===== config.mk =====
export PLATFORM = sky130hd
export DESIGN_NAME = rxuart
export DESIGN_NICKNAME = d
export VERILOG_FILES = /design/src/rtl/rxuart_pkg.sv /design/src/rtl/rxuart_sync2.sv /design/src/rtl/rxuart.sv
export SDC_FILE = /design/constraint.sdc
export NUM_CORES = 1
export LEC_CHECK = 0
export CAP_MARGIN = 20
export CORE_UTILIZATION = 60
export CTS_CLUSTER_SIZE = 12
export DETAILED_ROUTE_END_ITERATION = 12
export DONT_BUFFER_PORTS = 1
export GPL_ROUTABILITY_DRIVEN = 0
export HOLD_SLACK_MARGIN = 0.06
export PLACE_DENSITY = 0.76
export SYNTH_ARGS = -nofsm -noshare
export SYNTH_HDL_FRONTEND = slang
export SYNTH_HIERARCHICAL = 1
export SYNTH_SLANG_ARGS = --single-unit

===== constraint.sdc =====
create_clock -name i_clk -period 2.9 [get_ports i_clk]
set_clock_uncertainty 0.05 [all_clocks]
set_input_delay 0.435 -clock i_clk [delete_from_list [all_inputs] [get_ports i_clk]]
set_output_delay 0.435 -clock i_clk [all_outputs]
set_load 0.02 [all_outputs]

===== src/rtl/rxuart_pkg.sv =====
// Shared UART receive definitions: RX state encodings, default baud divisor, frame width.
package rxuart_pkg;

    localparam logic [23:0] UART_DEFAULT_CPB = 24'd68;
    localparam int          UART_DATA_BITS   = 8;

    typedef enum logic [2:0] {
        RX_IDLE    = 3'd0,
        RX_START   = 3'd1,
        RX_DATA    = 3'd2,
        RX_STOP    = 3'd3,
        RX_WAIT_HI = 3'd4
    } rx_state_t;

endpackage


===== src/rtl/rxuart_sync2.sv =====
// sync2: two-flop synchroniser for an asynchronous single-bit input, with a
// parameterised reset value so idle-high and idle-low lines both come up quiet.
module sync2 #(
    parameter logic RESET_VAL = 1'b1
) (
    input  logic i_clk,
    input  logic i_reset,
    input  logic i_async,
    output logic o_sync
);

    logic r_meta;
    logic r_sync;

    always_ff @(posedge i_clk or negedge i_reset) begin
        if (!i_reset) begin
            r_meta <= RESET_VAL;
            r_sync <= RESET_VAL;
        end else begin
            r_meta <= i_async;
            r_sync <= r_meta;
        end
    end

    assign o_sync = r_sync;

endmodule


===== src/rtl/rxuart.sv =====
// rxuart: 8N1 UART receiver with stop-bit error strobe.
// Define RXUART_MAJORITY_EN to take each bit as a 2-of-3 vote around the sample tick.
module rxuart
    import rxuart_pkg::*;
#(
    parameter logic [23:0] CLOCKS_PER_BAUD = UART_DEFAULT_CPB
) (
    input  logic       i_clk,
    input  logic       i_reset,
    input  logic       i_uart_rx,
    output logic       o_wr,
    output logic [7:0] o_data,
    output logic       o_frame_err,
    output logic       o_busy
);

    localparam logic [23:0] HALF_LOAD = (CLOCKS_PER_BAUD >> 1) - 24'd1;
    localparam logic [23:0] FULL_LOAD = CLOCKS_PER_BAUD - 24'd1;
    localparam logic [2:0]  LAST_BIT  = 3'(UART_DATA_BITS - 1);

    rx_state_t                 r_state;
    rx_state_t                 w_state_nxt;
    logic [23:0]               r_baud_cnt;
    logic [2:0]                r_bit_cnt;
    logic [UART_DATA_BITS-1:0] r_shift;
    logic                      w_rx_s;
    logic                      w_tick;
    logic                      w_sample;

    sync2 #(
        .RESET_VAL(1'b1)
    ) u_sync (
        .i_clk  (i_clk),
        .i_reset(i_reset),
        .i_async(i_uart_rx),
        .o_sync (w_rx_s)
    );

`ifdef RXUART_MAJORITY_EN
    // Vote window is the two previous rx_s values plus the live one at the tick.
    logic [1:0] r_hist;
    logic [2:0] w_win;

    always_ff @(posedge i_clk or negedge i_reset) begin
        if (!i_reset) r_hist <= 2'b11;
        else          r_hist <= {r_hist[0], w_rx_s};
    end

    assign w_win    = {r_hist, w_rx_s};
    assign w_sample = (w_win[0] & w_win[1]) | (w_win[0] & w_win[2]) | (w_win[1] & w_win[2]);
`else
    assign w_sample = w_rx_s;
`endif

    assign w_tick = (r_baud_cnt == 24'd0);
    assign o_busy = (r_state != RX_IDLE);

    always_ff @(posedge i_clk or negedge i_reset) begin
        if (!i_reset) r_state <= RX_IDLE;
        else          r_state <= w_state_nxt;
    end

    always_comb begin
        w_state_nxt = r_state;
        case (r_state)
            RX_IDLE:    if (!w_rx_s) w_state_nxt = RX_START;
            RX_START:   if (w_tick) w_state_nxt = w_sample ? RX_IDLE : RX_DATA;
            RX_DATA:    if (w_tick && (r_bit_cnt == LAST_BIT)) w_state_nxt = RX_STOP;
            RX_STOP:    if (w_tick) w_state_nxt = w_sample ? RX_IDLE : RX_WAIT_HI;
            RX_WAIT_HI: if (w_rx_s) w_state_nxt = RX_IDLE;
            default:    w_state_nxt = RX_IDLE;
        endcase
    end

    // Leaving STOP straight to IDLE frees the FSM half a bit early for back-to-back frames.
    always_ff @(posedge i_clk or negedge i_reset) begin
        if (!i_reset) begin
            r_baud_cnt  <= 24'd0;
            r_bit_cnt   <= 3'd0;
            r_shift     <= '0;
            o_wr        <= 1'b0;
            o_data      <= 8'h00;
            o_frame_err <= 1'b0;
        end else begin
            o_wr        <= 1'b0;
            o_frame_err <= 1'b0;
            case (r_state)
                RX_IDLE: begin
                    r_bit_cnt <= 3'd0;
                    if (!w_rx_s) r_baud_cnt <= HALF_LOAD;
                end
                RX_START, RX_DATA, RX_STOP: begin
                    r_baud_cnt <= w_tick ? FULL_LOAD : r_baud_cnt - 24'd1;
                    if (w_tick && (r_state == RX_DATA)) begin
                        r_shift   <= {w_sample, r_shift[UART_DATA_BITS-1:1]};
                        r_bit_cnt <= r_bit_cnt + 3'd1;
                    end
                    if (w_tick && (r_state == RX_STOP)) begin
                        if (w_sample) begin
                            o_wr   <= 1'b1;
                            o_data <= r_shift;
                        end else begin
                            o_frame_err <= 1'b1;
                        end
                    end
                end
                default: ;
            endcase
        end
    end

endmodule


* After elaboration in Yosys (flattened, before gate mapping) *
Cells that the tools add are included.

cells by class
  add/subtract/negate cells = 2
  multipliers = 0
  div/mod/pow operators = 0
  order comparisons = 0
  equality and inequality tests = 11
  shift-type cells = 0
  mux-type cells = 19
  bitwise operators = 0
  reductions and logical operators = 13

operator list
  kind                                                    number
  2-to-1 mux 24 bit                                       2
  case mux 24 bit (2 select lines)                        1
  logical NOT 24 bit                                      1
  subtractor 24 x 1 -> 24 bit (second input constant)     1
  2-to-1 mux 3 bit                                        7
  case mux 3 bit (5 select lines)                         1
  inequality test 2 bit (second input constant)           5
  == test 3 x 2 -> 1 bit (second input constant)          2
  == test 3 bit (second input constant)                   2
  2-to-1 mux 1 bit                                        6
  case mux 3 bit (2 select lines)                         1
  AND reduction 2 bit                                     3
  AND reduction 5 bit                                     1
  adder 3 x 1 -> 3 bit (second input constant)            1
  == test 3 x 1 -> 1 bit (second input constant)          1
  logical AND 1 bit                                       3
  logical NOT 3 bit                                       1
  AND reduction 3 bit                                     1
  nonzero test 3 bit                                      1
  OR reduction 3 bit                                      1
  2-to-1 mux 2 bit                                        1
  inequality test 2 x 1 -> 1 bit (second input constant)  1
  nonzero test 2 bit                                      1

storage, ports and cells
  register bits = 50
  bits in latches = 0
  bits in writable memories = 0
  memory bits (read-only) = 0
  input port bits = 3
  output and inout port bits = 11
  word-level logic and storage cells = 54
  memories = 0

* Depth between registers and ports, before layout *
  depth in word-level cells = 4
  gate-level depth with buffers = 9
  gate-level depth less buffers = 7

* Modules after synthesis *
Netlist, hierarchy kept.

by module, submodules not included
  module  times used  cells each  area each (um2)  seq. area each (um2)
  rxuart  1           234         2408.6           1201.2
  sync2   1           2           52.6             52.6

* Least setup slack after synthesis *
OpenSTA, ideal clock, no wires.

  path kind = reg-to-reg
  from = register r_baud_cnt[15]
  to = register o_data[0]
  setup time = 0.125 ns
  arrival time = 2.409 ns
  required time = 2.725 ns
  path slack = 0.316 ns
  stages on the path, launching flop included = 7
  buffers on the path = 1
  period minus slack after synthesis = 2.584 ns
  cell sequence = dfrtp_1 or4_4 or4_4 buf_6 nor4_4 nand4_4 mux2_2

on the way
  word-level cells in the longest chain between the ends = 3

ends and longest elaborated chain
  what                                  line           RTL
  from (decl)                           rxuart.sv:23   logic [23:0] r_baud_cnt;
  from (signal assigned)                rxuart.sv:93   r_baud_cnt <= w_tick ? FULL_LOAD : r_baud_cnt - 24'd1;
  logical NOT 24 bit                    rxuart.sv:55   assign w_tick = (r_baud_cnt == 24'd0);
  logical AND 1 bit                     rxuart.sv:98   if (w_tick && (r_state == RX_STOP)) begin
  AND reduction 3 bit (no source line)  --
  to (signal assigned)                  rxuart.sv:101  o_data <= r_shift;
  to (decl)                             rxuart.sv:12   output logic [7:0] o_data,

Every way passes these cells.
A chain may end at the register's enable or synchronous reset.

* Final worst setup path *
  from = register r_baud_cnt[0]
  to = register r_baud_cnt[3]

on the way
  word-level cells in the longest chain between the ends = 3
  elaborated cells between the ends (all ways) = 4
  those cells by class = add/sub: 1; mux: 2; reduce/logical: 1

ends and longest elaborated chain
  what                                                               line                        RTL
  subtractor 24 x 1 -> 24 bit or logical NOT 24 bit (tied branches)  rxuart.sv:93, rxuart.sv:55
  2-to-1 mux 24 bit *                                                rxuart.sv:93
  case mux 24 bit (2 select lines) *                                 rxuart.sv:87                case (r_state)

Every way passes the cells marked *; elsewhere a longest branch is shown, timed or not.

==> key figures <==
Floorplan
  • Core Region: 3800 um^2
  • Die height: 66.0 um
  • Std-Cell Rows: 22
  • Die X: 66.0 um
  • Die area: 4360 um^2
  • Starting density of the core: 64.8%
  • Top Ports: 14

Yosys
  • Syn avg cell area: 10.4 um^2
  • Number of synthesized register bits: 50
  • Post-synth top area cell: dfrtp_1
  • Post-synthesis sequential area ratio: 50.9%
  • Mapped cell area: 2460 um^2
  • Most frequent cells after synthesis: dfrtp_1 (48), a21oi_1 (20), nand2_1 (18)
  • Synth warn: 6
  • Syn_nets: 243
  • Dominant cells by area after synthesis: dfrtp_1 (49%), mux2_2 (7.8%), a21oi_1 (4.1%)
  • Post-synth ARST share: 100%
  • Most frequent cell after synthesis: dfrtp_1
  • Post-synth EDFFs: 0
  • Syn Inst Count: 236
  • Ys flop type: dfrtp_1
  • Synth unique cells: 43
  • Post-synth top area share: 48.8%

Cells and area
  • Area grow syn2layout: 7.63%
  • Share of cells above drive strength 1: 17.8%
  • Multi-input gate area: 1120 um^2
  • Final Cell Area: 2650 um^2
  • Reg area: 1250 um^2
  • Fill cells: 285
  • Layout Nets: 242
  • Diode count: 0

GRT
  • Number of global-route vias before repair: 1,761
  • Largest net degree at the start of global routing: 51
  • Global-route wire length before repair: 8340 um
  • Grt total ovfl: 0
  • GRT Util Overall: 25.6%
  • Initial antenna violation count: 0

Power and ir drop
  • PwrDens: 857 nW/um^2
  • Pwr Total: 2.27 mW
  • Worst VDD drop: 543 uV
  • Pleak: 1.28 nW

Min path
  • Worst Hold Launch: u_sync/r_meta
  • Hold depth: 0
  • Hold-critical path endpoint: u_sync/o_sync
  • Worst hold-check path type: flip-flop to flip-flop

Setup path
  • Reg-to-reg critical path startpoint: r_baud_cnt[0]
  • Critical-path top delay cell: or4b_2
  • Delay-heaviest family, CP: simple AND/OR/NAND/NOR gates
  • R2r worst-path depth: 8
  • Cell depth of the worst setup path: 8
  • Crit Path Max Fanout: 34
  • Worst setup EP type: flip-flop
  • Cells along the critical path: inv_1, ha_1, or4b_2, or3_1, o21a_1, buf_4, a21boi_0, a21o_1
  • Reg2Reg Setup Slack: 0.18 ns
  • CP Data Arrival Time: 2.86 ns
  • CP Launch Type: flip-flop
  • Worst path required time: 3.04 ns
  • CP peak stage delay: 0.64 ns
  • CP Class: flip-flop to flip-flop
  • CP bufs+invs: 2
  • Worst R2R End: r_baud_cnt[3]

STA
  • Period utilization: 93.9%
  • Final Setup Violations: 0
  • Max Slew Vio Count: 0
  • RSZ-0062 raised after global routing: no
  • Final Hold Fails: 0
  • Worst Max-Slew Pin Slew: 0.735 ns
  • Slew headroom: 50.5%
  • TNS Setup: 0 ns
  • Max Clock Freq: 0.367 GHz
  • Worst Hold Slack: 0.311 ns
  • Fin crit period: 2.72 ns

Clock tree
  • Clock sinks: 50
  • Root Buffer: clkbuf_8
  • H-tree levels: 2
  • CTS tree: yes
  • Clock tree buffer depth: 2
  • Total CTS buffers: 5
  • Post-CTS setup buffers: 0
  • Post-CTS Resized: 0
  • Clock Pin Slew Worst Setup and Hold Paths: 0.10 ns
  • Worst skew pair latency: 0.31 ns

Routing
  • Antenna Nets Post-Route: 0
  • Number of DRC markers in iteration 0: 158
  • Routed len/inst: 17.2 um
  • Pre-Repair DR Iteration Count: 4
  • DRT Wirelength: 4900 um
  • DRC: 0
  • Vias per cell: 6.40
  • Vias: 1,818

Run status
  • Status: finished clean

Place
  • # port buffers: 0
  • DP HPWL: 3360 um
  • DP Area: 2480 um^2

Run
  • Max-cap viol count: 0
layout by cell type, fill, tap and decap left out, types with 2 or more instances in the layout:
master	n
dfstp_2	2
dfrtp_1	48
nand2b_1	5
nor3_1	6
o21ai_0	10
buf_4	3
a21boi_0	2
inv_1	7
or4_4	2
a31oi_1	16
or4_1	8
mux2_2	17
nor2_1	15
a22o_1	7
or2_2	3
nand2_1	18
a21o_1	3
o31ai_1	2
a21oi_1	20
or3_1	5
dlygate4sd3_1	2
nor4_1	5
clkbuf_8	6
ha_1	4
stage by stage:
stage | cells | util, % | worst slack [ns]
detailed placement | 273 | 65.3 | 0.221
CTS | 283 | 69.5 | 0.187
finish | 284 | 69.7 | 0.178
global route | 284 | 69.7 | 0.0548
global placement | 273 | 65.3 | 0.254
floorplan | 236 | - | 0.316
registers in the layout, indices dropped and copies added (netlist names):
| register | cells |
|---|---|
| r_state | 3 |
| u_sync/o_sync | 1 |
| r_shift | 8 |
| o_data | 8 |
| u_sync/r_meta | 1 |
| r_bit_cnt | 3 |
| o_frame_err | 1 |
| o_wr | 1 |
| r_baud_cnt | 24 |
worst max path at each step:
stage | startpoint | end | slack (ns)
after floorplan | r_baud_cnt[15] | o_data[0] | 0.32
after global placement | r_baud_cnt[15] | o_data[5] | 0.25
after detailed placement | r_baud_cnt[15] | o_data[5] | 0.22
after CTS | r_baud_cnt[15] | o_data[5] | 0.19
after global routing | r_baud_cnt[0] | r_baud_cnt[3] | 0.05
final | r_baud_cnt[0] | r_baud_cnt[3] | 0.18
area by class of cell:
cell class	count	area share, %
Inverter	7	0.992
Clock inverter	2	1.46
Clock buffer	6	3.12
Multi-Input combinational cell	165	42.2
Sequential cell	50	47.3
Tap cell	48	2.27
Timing Repair Buffer	6	2.65
what timing repair did:
item                                    CTS  global route
endpoints found under the setup margin    0             0
hold buffers                              2             1
hold endpoints to repair                 50             1
where the power goes:
group	internal (mW)	switching, mW
Sequential	0.855	0.201
Combinational	0.296	0.394
Clock	0.284	0.239
cells by family after synthesis:
logic type | count (synthesis) | share of synthesized area (%)
AND/OR/NAND/NOR | 77 | 18.3
adder cells (fa/ha/maj) | 4 | 2.03
flip-flops | 50 | 50.9
buffers and inverters | 21 | 3.66
multiplexers | 17 | 7.78
AO/OA/AOI/OAI | 67 | 17.3
layer usage:
metal	global-route usage (%)	routed length, um	vias up
met2	42.1	2360	61
met1	33.8	2240	884
li1	-	-	871
met5	0	0	-
met3	5.00	274	2
met4	9.04	24	0
No activity file was read; power rests on OpenSTA's default activity.
